File: config.mk
export PLATFORM = sky130hd
export DESIGN_NAME = ifill_responder
export DESIGN_NICKNAME = d
export VERILOG_FILES = /design/src/rtl/ifill_responder.sv
export SDC_FILE = /design/constraint.sdc
export NUM_CORES = 1
export LEC_CHECK = 0
export CAP_MARGIN = 20
export CORE_MARGIN = 5
export CORE_UTILIZATION = 39
export CTS_BUF_LIST = sky130_fd_sc_hd__clkbuf_8
export DETAILED_ROUTE_END_ITERATION = 6
export PLACE_DENSITY = 0.69
export SYNTH_ARGS = -nofsm -noshare
export SYNTH_HDL_FRONTEND = slang
export SYNTH_SLANG_ARGS = --single-unit
File: constraint.sdc
create_clock -name sys_clk -period 3.25 [get_ports sys_clk]
set_input_delay 0.65 -clock sys_clk [delete_from_list [all_inputs] [get_ports sys_clk]]
set_output_delay 0.65 -clock sys_clk [all_outputs]
set_load 0.02 [all_outputs]
File: src/rtl/ifill_responder.sv
// Instruction line-fill responder: fetches one 32-byte line as eight sequential word reads.
// Defining IFILL_LINEBUF_EN adds a one-entry line buffer that answers repeat requests without memory reads.
module ifill_responder #(
  parameter int MEM_LAT = 1
) (
  input  logic         sys_clk,
  input  logic         rst_n,
  input  logic         req_read,
  input  logic [31:0]  req_addr,
  output logic         req_done,
  output logic [255:0] req_data,
  output logic         mem_rd_en,
  output logic [31:0]  mem_rd_addr,
  input  logic [31:0]  mem_rd_data,
  input  logic         inv_all,
  output logic         busy
);

  typedef enum logic [2:0] {
    S_IDLE,
    S_ISSUE,
    S_COLLECT,
    S_DONE,
    S_RECOVER
  } state_t;

  state_t             state_q, state_d;
  logic [31:0]        base_q, base_d;
  logic [2:0]         cnt_q, cnt_d;
  logic [MEM_LAT-1:0] ret_vld_q;
  logic [2:0]         ret_idx_q [MEM_LAT];
  logic [255:0]       data_q;
  logic               line_hit;
  logic               last_word;
  logic               unused_bits;

  assign unused_bits = ^{req_addr[4:0], inv_all};
  assign last_word   = ret_vld_q[MEM_LAT-1] && (ret_idx_q[MEM_LAT-1] == 3'd7);

`ifdef IFILL_LINEBUF_EN
  logic        lb_vld_q;
  logic [26:0] lb_tag_q;
  logic        fill_q, fill_d;

  assign line_hit = lb_vld_q && (lb_tag_q == req_addr[31:5]) && !inv_all;
  assign fill_d   = (state_q == S_IDLE && req_read) ? !line_hit : fill_q;

  // Only a line that really came from memory may be remembered.
  always_ff @(posedge sys_clk) begin
    if (!rst_n) begin
      lb_vld_q <= 1'b0;
      lb_tag_q <= '0;
      fill_q   <= 1'b0;
    end else begin
      fill_q <= fill_d;
      if (inv_all) begin
        lb_vld_q <= 1'b0;
      end else if (state_q == S_DONE && fill_q) begin
        lb_vld_q <= 1'b1;
        lb_tag_q <= base_q[31:5];
      end
    end
  end
`else
  assign line_hit = 1'b0;
`endif

  always_ff @(posedge sys_clk) begin
    if (!rst_n) begin
      state_q <= S_IDLE;
      base_q  <= '0;
      cnt_q   <= '0;
    end else begin
      state_q <= state_d;
      base_q  <= base_d;
      cnt_q   <= cnt_d;
    end
  end

  always_comb begin
    state_d     = state_q;
    base_d      = base_q;
    cnt_d       = cnt_q;
    mem_rd_en   = 1'b0;
    mem_rd_addr = 32'h0;
    req_done    = 1'b0;
    case (state_q)
      S_IDLE: begin
        if (req_read) begin
          base_d  = {req_addr[31:5], 5'b0};
          cnt_d   = 3'd0;
          state_d = line_hit ? S_DONE : S_ISSUE;
        end
      end
      S_ISSUE: begin
        mem_rd_en   = 1'b1;
        mem_rd_addr = base_q + {27'd0, cnt_q, 2'b00};
        cnt_d       = cnt_q + 3'd1;
        if (cnt_q == 3'd7) state_d = S_COLLECT;
      end
      S_COLLECT: begin
        if (last_word) state_d = S_DONE;
      end
      S_DONE: begin
        req_done = 1'b1;
        state_d  = S_RECOVER;
      end
      S_RECOVER: state_d = S_IDLE;
      default:   state_d = S_IDLE;
    endcase
  end

  // Each issued read carries its word index down a MEM_LAT-deep pipe to meet its data.
  always_ff @(posedge sys_clk) begin
    if (!rst_n) begin
      ret_vld_q <= '0;
      for (int k = 0; k < MEM_LAT; k++) ret_idx_q[k] <= '0;
    end else begin
      ret_vld_q[0] <= mem_rd_en;
      ret_idx_q[0] <= cnt_q;
      for (int k = 1; k < MEM_LAT; k++) begin
        ret_vld_q[k] <= ret_vld_q[k-1];
        ret_idx_q[k] <= ret_idx_q[k-1];
      end
    end
  end

  always_ff @(posedge sys_clk) begin
    if (!rst_n) begin
      data_q <= '0;
    end else if (ret_vld_q[MEM_LAT-1]) begin
      data_q[{ret_idx_q[MEM_LAT-1], 5'b0} +: 32] <= mem_rd_data;
    end
  end

  assign req_data = data_q;
  assign busy     = (state_q != S_IDLE);

endmodule

==> results of run 1 <==
## cell usage after synthesis (all sizes together)
| library cell | instances |
|---|---|
| and2 | 32 |
| nor2 | 4 |
| a21oi | 2 |
| mux2i | 256 |
| or3 | 2 |
| or4b | 2 |
| o2111ai | 1 |
| nand4b | 2 |
| or4 | 1 |
| a21boi | 27 |
| nor2b | 3 |
| nor4 | 1 |
| ha | 6 |
| and3 | 1 |
| nand2b | 4 |
| dfxtp | 293 |
| buf | 30 |
| a21o | 1 |
| nor4b | 1 |
| nand3b | 3 |
| nor3b | 2 |
| conb | 1 |
| inv | 6 |
| nand3 | 66 |
| nor3 | 1 |
| o21ai | 3 |
| nand2 | 348 |
| nand4 | 1 |
| clkbuf | 61 |
## power breakdown
group | internal [mW] | leakage [nW] | total (mW) | switching (mW)
clock network | 1.68 | 0.560 | 3.11 | 1.43
registers | 3.64 | 2.37 | 3.66 | 0.0239
logic | 0.208 | 3.58 | 0.509 | 0.302
total | 5.53 | 6.50 | 7.28 | 1.75
## through the flow
stage | hold slack, ns | area, sq um | power, mW | util | setup slack (ns)
after floorplan | 0.437 | 11300 | 4.01 | - | 0.883
after global placement | 0.441 | 15200 | 4.24 | 0.530 | 0.402
after detailed placement | 0.447 | 15200 | 4.25 | 0.530 | 0.316
after CTS | 0.457 | 16100 | 7.39 | 0.563 | 0.203
after global routing | 0.471 | 16100 | 7.61 | 0.563 | 0.0600
final | 0.455 | 16100 | 7.28 | 0.563 | 0.238
## state kept, by name, indices dropped and copies added, names as in the netlist
name       flops
ret_vld_q      1
ret_idx_q      3
cnt_q          3
req_data     256
base_q        27
state_q        3
## kinds of logic (layout without fill, tap and decap cells)
logic type	Yosys count	after routing	synth area share
adders and majority gates	6	6	0.00667
AOI/OAI and AO/OA	34	34	0.0217
DFF	293	293	0.521
other	1	3	0.000333
buffers and inverters	97	476	0.0406
muxes	256	256	0.228
and+or+nand+nor	474	474	0.182
## per-layer routing
layer  up-vias  track usage  wire, um
li1       4542            -         -
met1      4326        0.247     14600
met2       306        0.330     15500
met3        65       0.0679      2760
met4         0       0.0661      1010
met5         -            0         0
## worst max-delay path by stage
stage	endpoint	slack [ns]
global route	mem_rd_addr[2]	0.06
global placement	req_data[87]	0.40
floorplan	req_data[170]	0.88
CTS	mem_rd_addr[2]	0.20
detailed placement	req_data[85]	0.32
finish	mem_rd_addr[2]	0.24
## final cells by class
type,count,area share
Antenna cell,1,0.000155
Clock buffer,61,0.0521
Clock inverter,24,0.00675
Inverter,6,0.00140
Multi-Input combinational cell,772,0.310
Sequential cell,293,0.364
Tap cell,384,0.0298
Timing Repair Buffer,385,0.236
## critical path: cells and delay by family, from the launching register on
family / cells / cell delay, ns
buffers and inverters: 2 / 0.91
DFF: 1 / 0.48
and+or+nand+nor: 2 / 0.43
==> flow_summary_export.csv, run 1 <==
group,metric,value,unit
cells_and_area,multi_input_area,5000,sq um
synth,yosysSeqAreaShare,0.521,
synth,synth_area_leader_cell,"dfxtp_1",
sta,min_period,3.01,ns
cells_and_area,nets,1581,
global_routing,grt_pass1_vias,9392,
synth,synthesis.area,11300,sq um
worst_setup_path,cp.arrival,2.36,ns
worst_hold_path,whs_path_depth,2,
worst_setup_path,worstReg2RegEnd,"req_data[85]",
worst_hold_path,hp-start,"req_data[53]",
clock_network,clock-root-buffer,"clkbuf_8",
power_and_ir_drop,powerDensity,451,nW/um^2
sta,setup_viol,0,
clock_network,h-tree-depth,2,
drt,via_per_inst,4.80,
outcome,outcome,"completed",
clock_network,ctsHoldBuffers,0,
drt,dr.first_iter.drc_count,404,
power_and_ir_drop,p_leak,6.50,nW
floorplanning,die_y,180,um
worst_setup_path,required,2.60,ns
clock_network,clock_latency,0.57,ns
synth,yosysTopAreaCellShare,0.521,
synth,ys_seq_elements,293,
clock_network,clk_pin_slew_worst_paths,0.06,ns
synth,synthTopCellsByArea,"dfxtp_1, mux2i_1, nand2_1",
worst_setup_path,critPathMaxFanout,23,
power_and_ir_drop,ir_drop,0.000277,V
floorplanning,start_util,0.393,
sta,worstMarginPinSlew,0.722,ns
cells_and_area,final_cell_mix,"clkdlybuf4s50_1, nand2_1, dfxtp_1, mux2i_1, nand3_1",
drt,vias,9239,
clock_network,post_cts_resized,0,
drt,drc,0,
sta,maxSlewViolCount,0,
global_routing,antenna_found_initial,1,
sta,fin_setup_tns,0,ns
global_routing,grt_use_total,0.200,
worst_setup_path,crit_type,"flip-flop to primary output",
global_routing,grt_start_max_net_pins,67,
placement,numPortBuffers,350,
cells_and_area,seq_area,5870,sq um
global_routing,grt_pass1_wl,53100,um
job,drv_cap,0,
global_routing,grt_overflow,0,
clock_network,tritoncts,"built",
worst_setup_path,crit_chain,"nor3b_2 -> buf_4 -> and2_1 -> clkdlybuf4s50_1",
floorplanning,num_rows,62,
drt,ant_nets,0,
worst_setup_path,rrSetupSlack,0.34,ns
floorplanning,ios,359,
placement,gp_congestion,0.825,
clock_network,cts_buffer_depth,3,
worst_hold_path,hold_end,"req_data[53]",
sta,hold_violations,0,
drt,first_pass_iters,4,
floorplanning,die_w,180,um
worst_setup_path,critPathSlowestCell,"clkdlybuf4s50_1",
drt,wirelength,33900,um
synth,synth_area_per_cell,9.69,sq um
placement,placed_cells,1840,
sta,slew_headroom,0.519,
floorplanning,coreArea,28600,sq um
cells_and_area,layout_commonest_cell,"clkdlybuf4s50_1",
clock_network,clock-sinks,293,
drt,drt-wirelength-per-cell,17.6,um
placement,dpl.hpwl,24000,um
cells_and_area,final_cells,1926,
sta,skew,0.0342,ns
sta,fin_crit_sh,0.927,
cells_and_area,syn2layout_area_growth,43.3,%
synth,syn_inst,1161,
sta,max_clock_freq,332,MHz
worst_setup_path,startpoint,"state_q[0]",
clock_network,cts_buffers,49,
worst_hold_path,hold_path_class,"flip-flop to flip-flop",
cells_and_area,final.fill_count,2507,
synth,synth_cell_types,34,
clock_network,cts_setup_buffers,0,
cells_and_area,drive_above_1_share,0.0740,
worst_setup_path,cp-end-kind,"primary output",
floorplanning,die_area,32400,sq um
worst_setup_path,r2r-start,"ret_idx_q[0][1]",
sta,grt_setup_unrepaired,"false",
worst_setup_path,reg2regPathDepth,7,
synth,yosysWarnings,0,
worst_setup_path,worst_path_largest_cell_delay,0.64,ns
worst_setup_path,startpoint_type,"flip-flop",
Note: power is estimated with default switching activity, not from simulation.
==> run 2: changes to the inputs <==
--- a/config.mk
+++ b/config.mk
@@ -11,6 +11,7 @@
 export CTS_BUF_LIST = sky130_fd_sc_hd__clkbuf_8
 export DETAILED_ROUTE_END_ITERATION = 6
 export PLACE_DENSITY = 0.69
+export SKIP_LAST_GASP = 1
 export SYNTH_ARGS = -nofsm -noshare
 export SYNTH_HDL_FRONTEND = slang
 export SYNTH_SLANG_ARGS = --single-unit
==> results of run 2 <==
Final layout, timing and power as in run 1 (identical DEF).
==> RTL change, RTL diff (flow settings as in run 1) <==
Set the parameter `MEM_LAT` to 2 (it was 1).
--- a/src/rtl/ifill_responder.sv
+++ b/src/rtl/ifill_responder.sv
@@ -1,7 +1,7 @@
 // Instruction line-fill responder: fetches one 32-byte line as eight sequential word reads.
 // Defining IFILL_LINEBUF_EN adds a one-entry line buffer that answers repeat requests without memory reads.
 module ifill_responder #(
-  parameter int MEM_LAT = 1
+  parameter int MEM_LAT = 2
 ) (
   input  logic         sys_clk,
   input  logic         rst_n,
Formal check against the unedited RTL: not equivalent (a bounded check fails within 4 cycles, from zero or initial values and one cycle with rst_n low).
==> RTL change against run 1 <==
- final cell count is 0.16% higher
- via count is 1.6% higher
- routed wire length is 1.4% higher
- clock skew is 0.011 ns lower
- final area is 1.8% higher
- worst setup slack worse by 0.026 ns
- global-route usage hardly changed
- power is 3.9% higher
- synthesized cell count is 0.34% higher
- non-clock buffer count is 3 lower
- sequential cell count is 4 higher
- synthesized area is 1.4% higher
- first-iteration DRC count is 8.9% lower
==> RTL change: results (changes against run 1) <==
| Metric | Value |
|---|---|
| Final WL | `34.3 mm (was 33.9 mm)` |
| YS warnings | `0 (unchanged)` |
| CTS buffer count | `51 (was 49)` |
| Max VDD drop | `370 µV (was 277 µV)` |
| Root Buffer Master | `clkbuf_8 (unchanged)` |
| Place WS | `0.602 ns (was 0.316 ns)` |
| Fraction of layout instances using a drive strength above 1 | `0.0783 (was 0.0740)` |
| Clk_lat worst skew | `0.55 ns (was 0.57 ns)` |
| Sequential cell area fraction in the yosys report | `0.521 (about the same)` |
| Adder-Cell Fraction of Synth Area | `0.00658 (was 0.00667)` |
| Total internal power | `5800 µW (was 5530 µW)` |
| Vias/cell | `4.87 (was 4.80)` |
| Crit Path Max Fanout | `33 (was 23)` |
| Iteration-0 DRC Markers | `368 (was 404)` |
| RD Place Congestion | `0.769 (was 0.825)` |
| Status | `complete, no violations (unchanged)` |
| Mux contribution to synthesized area | `0.224 (was 0.228)` |
| All-Layer GR Usage | `0.201 (was 0.200)` |
| Global-route wire length before repair | `53.7 mm (was 53.1 mm)` |
| Hold Crit Class | `reg2reg (unchanged)` |
| Bufs on Longest Clock Path | `3 (unchanged)` |
| Clock transition at path regs | `0.05 ns` |
| Vias in the first global route | `9495 (was 9392)` |
| Synth cell types | `36 (was 34)` |
| Slew Limit Headroom | `0.415 (was 0.519)` |
| CP Data Arrival Time | `2.39 ns (was 2.36 ns)` |
| # Post-CTS Setup Buffers | `0 (unchanged)` |
| Post-DP HPWL | `24.0 mm (about the same)` |
| Met1 Use GR | `0.247 (about the same)` |
| Grt met2 use | `0.340 (was 0.330)` |
| Post-synthesis compound-gate area fraction | `0.0202 (was 0.0217)` |
| Worst Clk Skew | `0.0236 ns (was 0.0342 ns)` |
| Xor and xnor fraction of the mapped netlist area | `0 (unchanged)` |
| Met3 usage | `0.0633 (was 0.0679)` |
| Post-synth top cells | `nand2_1, dfxtp_1, mux2i_1 (unchanged)` |
| First-pass detailed-route iteration total | `5 (was 4)` |
| Final #Nets | `1582 (was 1581)` |
| Leakage dissipation | `0.00683 µW (was 0.00650 µW)` |
| Largest cells by area after synthesis | `dfxtp_1, mux2i_1, nand2_1 (unchanged)` |
| Number of diodes | `0 (was 1)` |
| Layout fillers | `2546 (was 2507)` |
| Initial antenna violation count | `0 (was 1)` |
| Largest net degree at the start of global routing | `91 (was 67)` |
## RTL change: cell count changes after synthesis, moves of 3 or more
cell | before | now
a21boi_0 | 27 | 0
and2_1 | 32 | 38
buf_12 | 3 | 0
buf_4 | 2 | 10
buf_6 | 1 | 6
clkbuf_1 | 61 | 54
dfxtp_1 | 293 | 297
inv_1 | 6 | 2
nand2_1 | 348 | 319
nand3b_1 | 3 | 23
o21ai_1 | 0 | 30
## RTL change: per-layer routing
layer	part of all wire	up-vias	wire (µm)
met5	0	-	0
met2	0.47	307	16300
li1	-	4577	-
met4	0.022	0	744
met3	0.080	57	2750
met1	0.42	4444	14600
## RTL change: worst max-delay path: stages, from the launching register on
cell and delay, ns:
dfxtp_1 0.45, nor3b_4 0.39, buf_12 0.21, and2_1 0.15, clkdlybuf4s50_1 0.63
## RTL change: cells by family (layout without fill, tap and decap cells)
kind of cell,after synthesis,after routing
adders and majority gates,6,6
buffers and inverters,96,475
DFF,297,297
muxes,255,255
other,1,2
and+or+nand+nor,471,471
AOI/OAI and AO/OA,39,39
## RTL change: repair_timing
item	in CTS	in global routing
hold buffers	0	0
endpoints found under the setup margin	0	26
resized for setup	0	1
## RTL change: area by class of cell
class	count	area, µm²	share of cell area
Multi-Input combinational cell	773	5070	0.309
Inverter	3	11.3	0.000686
Clock buffer	61	840	0.0512
Sequential cell	297	5950	0.362
Tap cell	384	480	0.0293
Clock inverter	29	199	0.0121
Timing Repair Buffer	382	3860	0.235
## RTL change: path summary, 6_finish.rpt
kind / from / end / slack [ns] / cells after the start
min reg2reg: ret_idx_q[0][0] / ret_idx_q[0][3] / 0.43 / 1
max: state_q[0] / mem_rd_addr[16] / 0.21 / 4
min: ret_idx_q[0][0] / ret_idx_q[0][3] / 0.43 / 1
max reg2reg: ret_idx_q[0][4] / req_data[240] / 0.65 / 7
## RTL change: metrics by stage
stage                     hold WS [ns]  cell area (µm²)  cells
final                            0.432            16400   1929
after floorplan                  0.412            11400   1166
after CTS                        0.434            16400   1929
after global placement           0.414            15400   1839
after global routing             0.439            16400   1929
after detailed placement         0.421            15400   1839
## RTL change: power groups by stage
stage | Clock (µW) | Sequential (µW) | Combinational [µW]
after floorplan | 0 | 3790 | 227
after global placement | 0 | 3780 | 453
after detailed placement | 0 | 3780 | 456
after CTS | 3520 | 3700 | 458
after global routing | 3670 | 3700 | 495
final | 3410 | 3700 | 453
